$ cat src/rtl/noc_defs_pkg.sv
// Shared definitions for the 2x2 mesh path arbiter: configure-word layout and command codes.
// Also used by the mesh path-block logic and the processor models.
package noc_defs;

    localparam int N_NODES = 4;
    localparam int LEN_W   = 7;
    localparam int IDX_W   = 2;
    localparam int CFG_W   = 11;

    localparam int CMD_HI  = 10;
    localparam int CMD_LO  = 9;
    localparam int LEN_HI  = 8;
    localparam int LEN_LO  = 2;
    localparam int DST_HI  = 1;
    localparam int DST_LO  = 0;

    typedef enum logic [1:0] {
        CMD_IDLE  = 2'b00,
        CMD_OPEN  = 2'b01,
        CMD_CLOSE = 2'b10,
        CMD_RSVD  = 2'b11
    } cmd_e;

    // Field order mirrors the configure word, so a plain cast decodes it.
    typedef struct packed {
        cmd_e             cmd;
        logic [LEN_W-1:0] len;
        logic [IDX_W-1:0] dst;
    } cfg_t;

    function automatic cfg_t decode_cfg(input logic [CFG_W-1:0] word);
        return cfg_t'(word);
    endfunction

endpackage

$ cat src/rtl/rr_pick4.sv
// Four-way round-robin picker: the first set request at or after ptr wins.
// Purely combinational; the caller owns the pointer register.
module rr_pick4 (
    input  logic [3:0] req,
    input  logic [1:0] ptr,
    output logic [3:0] grant_oh,
    output logic [1:0] grant_idx,
    output logic       grant_any
);

    always_comb begin
        // NOTE: every output gets a default before the loop so no path leaves one unassigned (no latch).
        grant_oh  = '0;
        grant_idx = '0;
        grant_any = 1'b0;
        for (int k = 0; k < 4; k++) begin
            if (!grant_any && req[ptr + 2'(k)]) begin
                grant_any              = 1'b1;
                grant_idx              = ptr + 2'(k);
                grant_oh[ptr + 2'(k)]  = 1'b1;
            end
        end
    end

endmodule

$ cat src/rtl/noc_path_arbiter.sv
// Grants point-to-point mesh paths to P0..P3: one round-robin grant per cycle,
// per-destination ownership locks, explicit close and optional lease expiry.
module noc_path_arbiter
    import noc_defs::*;
(
    input  logic                 clock,
    input  logic                 reset,
    input  logic [CFG_W-1:0]     p0_configure,
    input  logic [CFG_W-1:0]     p1_configure,
    input  logic [CFG_W-1:0]     p2_configure,
    input  logic [CFG_W-1:0]     p3_configure,
    input  logic                 block_all_paths,
    output logic [N_NODES-1:0]   processor_ready_signals,
    output logic                 grant_valid,
    output logic [IDX_W-1:0]     grant_src,
    output logic [IDX_W-1:0]     grant_dst,
    output logic [N_NODES-1:0]   dest_lock,
    output logic [2*N_NODES-1:0] dest_owner,
    output logic [N_NODES-1:0]   cfg_error
);

    cfg_t               req [N_NODES];
    logic [IDX_W-1:0]   owner [N_NODES];
    logic [LEN_W-1:0]   lease_cnt [N_NODES];

    logic [N_NODES-1:0] open_req, close_req, err_next, release_dst, ready_clear;
    logic [IDX_W-1:0]   rr_ptr, pick_idx, pick_dst;
    logic [N_NODES-1:0] pick_oh;
    logic               pick_any;

    assign req[0] = decode_cfg(p0_configure);
    assign req[1] = decode_cfg(p1_configure);
    assign req[2] = decode_cfg(p2_configure);
    assign req[3] = decode_cfg(p3_configure);

    assign dest_owner = {owner[3], owner[2], owner[1], owner[0]};
    assign pick_dst   = req[pick_idx].dst;

    // Everything here looks at pre-edge lock state, so a release and an open on
    // the same destination never meet in one cycle: the open waits a cycle.
    always_comb begin
        open_req    = '0;
        close_req   = '0;
        err_next    = '0;
        release_dst = '0;
        ready_clear = '0;
        for (int i = 0; i < N_NODES; i++) begin
            case (req[i].cmd)
                CMD_OPEN: begin
                    if (req[i].dst == IDX_W'(i))
                        err_next[i] = 1'b1;
                    else if (!block_all_paths && !dest_lock[req[i].dst] && !processor_ready_signals[i])
                        open_req[i] = 1'b1;
                end
                CMD_CLOSE: begin
                    if (processor_ready_signals[i])
                        close_req[i] = 1'b1;
                    else
                        err_next[i] = 1'b1;
                end
                CMD_RSVD: err_next[i] = 1'b1;
                default: ;
            endcase
        end
        for (int d = 0; d < N_NODES; d++) begin
            release_dst[d] = (lease_cnt[d] == LEN_W'(1)) || (dest_lock[d] && close_req[owner[d]]);
            if (release_dst[d])
                ready_clear[owner[d]] = 1'b1;
        end
    end

    rr_pick4 u_pick (
        .req       (open_req),
        .ptr       (rr_ptr),
        .grant_oh  (pick_oh),
        .grant_idx (pick_idx),
        .grant_any (pick_any)
    );

    always_ff @(posedge clock) begin
        if (reset) begin
            processor_ready_signals <= '0;
            dest_lock               <= '0;
            grant_valid             <= 1'b0;
            grant_src               <= '0;
            grant_dst               <= '0;
            cfg_error               <= '0;
            rr_ptr                  <= '0;
            // NOTE: the small owner/lease arrays are reset too, since a reset must drop every live lease.
            for (int d = 0; d < N_NODES; d++) begin
                owner[d]     <= '0;
                lease_cnt[d] <= '0;
            end
        end else begin
            grant_valid             <= pick_any;
            grant_src               <= pick_any ? pick_idx : '0;
            grant_dst               <= pick_any ? pick_dst : '0;
            cfg_error               <= err_next;
            processor_ready_signals <= (processor_ready_signals & ~ready_clear) | pick_oh;
            for (int d = 0; d < N_NODES; d++) begin
                if (release_dst[d]) begin
                    dest_lock[d] <= 1'b0;
                    owner[d]     <= '0;
                    lease_cnt[d] <= '0;
                end else if (lease_cnt[d] != '0) begin
                    lease_cnt[d] <= lease_cnt[d] - 1'b1;
                end
            end
            // A granted destination was unlocked, so it never collides with a release above.
            if (pick_any) begin
                dest_lock[pick_dst] <= 1'b1;
                owner[pick_dst]     <= pick_idx;
                lease_cnt[pick_dst] <= req[pick_idx].len;
                rr_ptr              <= pick_idx + 2'd1;
            end
        end
    end

endmodule

$ cat config.mk
export PLATFORM = sky130hd
export DESIGN_NAME = noc_path_arbiter
export DESIGN_NICKNAME = d
export VERILOG_FILES = /design/src/rtl/noc_defs_pkg.sv /design/src/rtl/rr_pick4.sv /design/src/rtl/noc_path_arbiter.sv
export SDC_FILE = /design/constraint.sdc
export NUM_CORES = 1
export LEC_CHECK = 0
export ABC_AREA = 1
export CAP_MARGIN = 30
export CORE_ASPECT_RATIO = 0.6
export CORE_MARGIN = 4
export CORE_UTILIZATION = 55
export CTS_CLUSTER_SIZE = 24
export DETAILED_ROUTE_END_ITERATION = 10
export PLACE_DENSITY = 0.82
export SLEW_MARGIN = 10
export SYNTH_ARGS = -nofsm -noshare
export SYNTH_HDL_FRONTEND = slang
export SYNTH_SLANG_ARGS = --single-unit
$ cat constraint.sdc
create_clock -name clock -period 9.2 [get_ports clock]
set_input_delay 1.84 -clock clock [delete_from_list [all_inputs] [get_ports clock]]
set_output_delay 1.84 -clock clock [all_outputs]
set_load 0.01 [all_outputs]
# --- After elaboration in Yosys (flattened, before gate mapping) ---
# Memories as Yosys holds them, arrays and structs flattened.
# Index checks and enable logic that the tools add are counted.
# W data, S select, Z words.
word_totals:
  reg_bits: 19
  ramBits: 36
  input_bits: 47
  output_inout_bits: 25
  elab_cells: 276
  n_memories: 2
op_classes:
  add_sub_neg: 8
  order_cmp: 23
  eq_ne: 19
  mux: 147
  bitwise_logic: 24
  n_reduce_logical: 46
mem_list:
  columns: ["memory", "words", "word_bits", "rd", "rd_clocked_by_memory_dff", "wr", "line_no", "text"]
  rows:
  - ["lease_cnt", 4, 7, 4, 0, 5, "noc_path_arbiter.sv:24", "logic [LEN_W-1:0] lease_cnt [N_NODES];"]
  - ["owner", 4, 2, 4, 0, 5, "noc_path_arbiter.sv:23", "logic [IDX_W-1:0] owner [N_NODES];"]
op_table:
  columns: ["op", "count"]
  rows:
  - ["$mux W1", 94]
  - ["$mux W7", 8]
  - ["$lt A2 B3 Y1 const B", 13]
  - ["$mux W4", 9]
  - ["$or A4 B4 Y4", 8]
  - ["$eq A7 B1 Y1 const B", 4]
  - ["$reduce_bool A7 Y1", 4]
  - ["$sub A7 B1 Y7 const B", 4]
  - ["$bmux W1 S2", 12]
  - ["$logic_and A1 B1 Y1", 24]
  - ["$bmux W11 S2", 1]
  - ["$eq A2 B2 Y1 const B", 10]
  - ["$demux W1 S2", 9]
  - ["$ge A2 B1 Y1 const B", 9]
  - ["$mux W9", 2]
  - ["$mux W2", 8]
  - ["$logic_not A1 Y1", 12]
  - ["$or A1 B1 Y1", 12]
  - ["$pmux W1 S3", 4]
  - ["$eq A2 B1 Y1 const B", 5]
  - ["$add A2 B1 Y2 const B", 2]
  - ["$add A2 B2 Y2 const B", 2]
  - ["$and A4 B4 Y4", 1]
  - ["$logic_or A1 B1 Y1", 4]
  - ["6 further kinds", 6]

# --- Depth between registers and ports, before layout ---
depth:
  ltp_word: 30
  depth_mapped: 22
  ltp_nobuf: 20

# --- Hierarchy ---
# A second synthesis with hierarchy kept.
hier_totals:
  cells_unflattened: 539
  area_unflattened_um2: 4057.6
by_module_without_submodules:
  columns: ["module", "instances", "cells_each", "area_per_inst_um2", "seq_area_each_um2"]
  rows:
  - ["noc_path_arbiter", 1, 465, 3627.2, 1461.4]
  - ["rr_pick4", 1, 74, 430.4, 0.0]

# --- Least setup slack after synthesis ---
# Ideal clock, no wire load.
synth_timing:
  path_type: "input-to-reg"
  startpoint: "in block_all_paths"
  endpoint: "mem lease_cnt[2][0], enable pin"
  arrival_time_ps: 3695
  required_ps: 8868
  slack_ps: 5173
  path_stages: 19
  path_cell_list: "nor2_1 nand2_1 nor2_1 nand3_2 nand2_1 nand2_2 nand2_1 nand2_1 nor2_2 inv_2 nand3_4 nand3_4 buf_6 nand2_2 nand3_2 nand2_8 nand3_2 buf_6 nand3b_1"
synth_rtl:
  columns: ["item", "line_no", "text"]
  rows:
  - ["from (decl)", "noc_path_arbiter.sv:12", "input logic block_all_paths,"]
  - ["to (decl)", "noc_path_arbiter.sv:24", null]

==> key figures <==
Run status
  • Status: finished clean

Critical path
  • Worst-path cell chain: clkdlybuf4s50_1 > inv_2 > nand2_1 > nand3_1 > nand3_2 > nand2_1 > nand3_1 > nand2_1 > nor2_8 > nand2_4 > nor2_8 > nor2_1 > nor2_4 > nand3_1 > nand2_1 > nand3_1 > nand3b_1
  • Worst path bufs/invs: 2
  • CP arrival: 5.75 ns
  • Critical Path RT: 9.15 ns
  • Setup crit end kind: register
  • Crit path max-delay family: simple AND/OR/NAND/NOR gates
  • Slowest stage cell on the critical path: clkdlybuf4s50_1
  • Max FO, Critical Path: 23
  • Critical Path Start Type: input port
  • Max incr delay on CP: 0.66 ns
  • Crit path kind: input port to register

Logic synthesis
  • Synth Area per Inst: 7.02 um^2
  • Synth Instances: 628
  • Cell area after synthesis: 0.00441 mm^2
  • Register area share after synthesis: 33.1%
  • Synth Flop Type: edfxtp_1
  • Netlist cell types: 41
  • Seq cells post-synth: 55
  • Syn Nets: 688
  • Number of synthesized flops with an enable pin: 36
  • FFs w/ async S/R, synth: 0%
  • Syn. warnings: 0

Route
  • 1st-iter DRT viols: 731
  • Routed vias/inst: 5.68
  • Final ANT Viol Nets: 0
  • Residual DRC: 0
  • DRT Pass-1 Iters: 6
  • Avg WL per Cell: 16.7 um
  • Vias: 4526
  • Routed wire length: 13300 um

Floorplanning
  • Row count: 24
  • Die Width: 124 um
  • Core footprint: 0.00751 mm^2
  • Initial Util: 58.7%
  • # IOs: 72
  • Chip height: 77.4 um
  • DIE AREA: 0.00956 mm^2

Finish
  • Design area: 0.00532 mm^2
  • Final core occ: 70.9%
  • Nets@finish: 752
  • Most common cell after layout, fill and taps aside: nand2_1
  • Antenna cells: 0
  • Filler cells: 631
  • Share of post-route cells with drive strength above 1: 9.24%
  • Commonest cells after routing, fill and taps aside: nand2_1, nand3_1, clkdlybuf4s50_1
  • Layout area overhead: 20.7%

Run
  • Max_cap viols: 0

Placement
  • GPL Wtd Cong: 1.06
  • Hpwl dp: 10300 um
  • # port buffers: 71
  • Placed cell area: 0.00512 mm^2

Clocking
  • CTS HTree Levels: 2
  • Cts bufs inserted: 5
  • Resized Gates After CTS: 0
  • Root buffer cell: clkbuf_16
  • Worst-Skew Late Latency: 0.30 ns
  • Sink count of the clock tree: 55
  • CTS clk-pin slew, worst paths: 0.07 ns
  • Max clock buf depth: 2
  • # hold bufs at CTS: 0
  • CTS tree: yes
  • Post-CTS Setup Inserts: 0

Timing
  • Final hold violations: 0
  • Setup TNS: 0 ns
  • Setup Skew: 0.00695 ns
  • Worst Hold Slack: 0.500 ns
  • RSZ-0062 raised after global routing: no
  • Slew HR: 43.6%
  • Slew Viols, Final: 0
  • Setup violations, final: 0
  • Tcrit/Tclk final: 63.0%
  • Worst slew pin tran: 0.837 ns
  • Final Critical Period: 5.80 ns
  • Fmax: 173 MHz

Global route
  • GRT Total Usage: 27.9%
  • Largest net degree at the start of global routing: 42
  • Grt total ovfl: 0
  • Initial antenna violation count: 0
  • First-pass GRT wire length: 21000 um
  • Vias in the first global route: 4090

Power and ir drop
  • Pwr dens: 407 mW/mm^2
  • Final total power: 0.00216 W
  • Max VDD drop: 0.000228 V
  • Lkg Pwr: 2.48 nW

Hold path
  • Hold/Removal Path Class: register to register
worst reg2reg max path, cell delays in order (launching register included):
cell and delay [ns]:
dfxtp_1 0.52, inv_1 0.25, ha_1 0.42, inv_1 0.11, nand3_1 0.10, nand2_1 0.14, nor2_8 0.16, nand2_4 0.11
nor2_8 0.14, nor2_1 0.08, nor2_4 0.45, nand3_1 0.14, nand2_1 0.43, nand3_1 0.47, nand3b_1 0.50
logic make-up (layout without fill, tap and decap cells):
group                      Yosys count  in the layout  synth area share [%]
adders and majority gates           13             13                  3.69
xor gates and xnor gates            12             12                  2.38
DFF                                 55             55                  33.1
and+or+nand+nor                    400            400                  43.9
AOI/OAI and AO/OA                   54             54                  7.26
buffers and inverters               94            159                  9.59
where the power goes:
group	switching [W]	internal (W)	total (W)	leakage [nW]
clock network	0.0000927	0.000156	0.000249	0.0900
logic	0.000972	0.000449	0.00142	1.82
registers	0.0000905	0.000403	0.000494	0.564
through the flow:
stage | instances | worst slack, ns
finish | 797 | 3.40
global placement | 788 | 3.20
global route | 797 | 3.19
floorplan | 628 | 5.17
detailed placement | 788 | 3.19
CTS | 796 | 3.50
metal layers:
| metal | track usage [%] | wire length, um |
|---|---|---|
| met1 | 43.9 | 5950 |
| met2 | 39.3 | 5480 |
| met3 | 5.89 | 1780 |
| met4 | 5.41 | 97 |
| met5 | 0 | 0 |
layout make-up:
| type | count | area [um^2] | area share (%) |
|---|---|---|---|
| clock buffer | 5 | 125 | 2.35 |
| clock inverter | 3 | 67.6 | 1.27 |
| inverter | 79 | 297 | 5.57 |
| multi-input combinational | 479 | 2520 | 47.4 |
| sequential | 55 | 1460 | 27.5 |
| tap | 104 | 130 | 2.45 |
| timing repair buffer | 72 | 716 | 13.4 |
worst paths after layout:
kind | slack, ns | cells past startpoint | startpoint | to
worst max-delay path | 3.40 | 17 | p1_configure[0] | lease_cnt[1][0]
worst min-delay path | 0.50 | 2 | dest_lock[1] | dest_lock[1]
worst max register to register | 4.83 | 14 | rr_ptr[0] | lease_cnt[1][0]
worst min register to register | 0.50 | 2 | dest_lock[1] | dest_lock[1]
synthesized netlist by cell type, types with 3 or more instances:
master / instances / area share (%)
xor2_1: 8 / 1.6
a31oi_1: 5 / 0.71
buf_2: 5 / 0.57
nand4_1: 15 / 2.1
o21ai_0: 10 / 1.1
or3_1: 3 / 0.43
nor2_8: 3 / 1.4
nand3_1: 79 / 9.0
or2_2: 7 / 0.99
nand2_1: 187 / 16
nand2_2: 8 / 1.1
ha_1: 13 / 3.7
nor3_1: 5 / 0.57
dfxtp_1: 19 / 8.6
o211ai_1: 7 / 1.2
a21oi_1: 23 / 2.6
nand3_2: 8 / 1.8
nor2_4: 4 / 1.0
buf_6: 8 / 2.0
xnor2_1: 4 / 0.79
nand3b_1: 3 / 0.51
or2_0: 3 / 0.43
inv_2: 14 / 1.2
nand3_4: 4 / 1.6
edfxtp_1: 36 / 25
nor2_1: 64 / 5.4
inv_1: 65 / 5.5
flip-flops by register name, summed over array words and instances (netlist names):
name,cells
lease_cnt,28
rr_ptr,2
grant_valid,1
dest_lock,4
cfg_error,4
owner,8
processor_ready_signals,4
grant_src,2
grant_dst,2
Power figures use the tool's default switching activity.
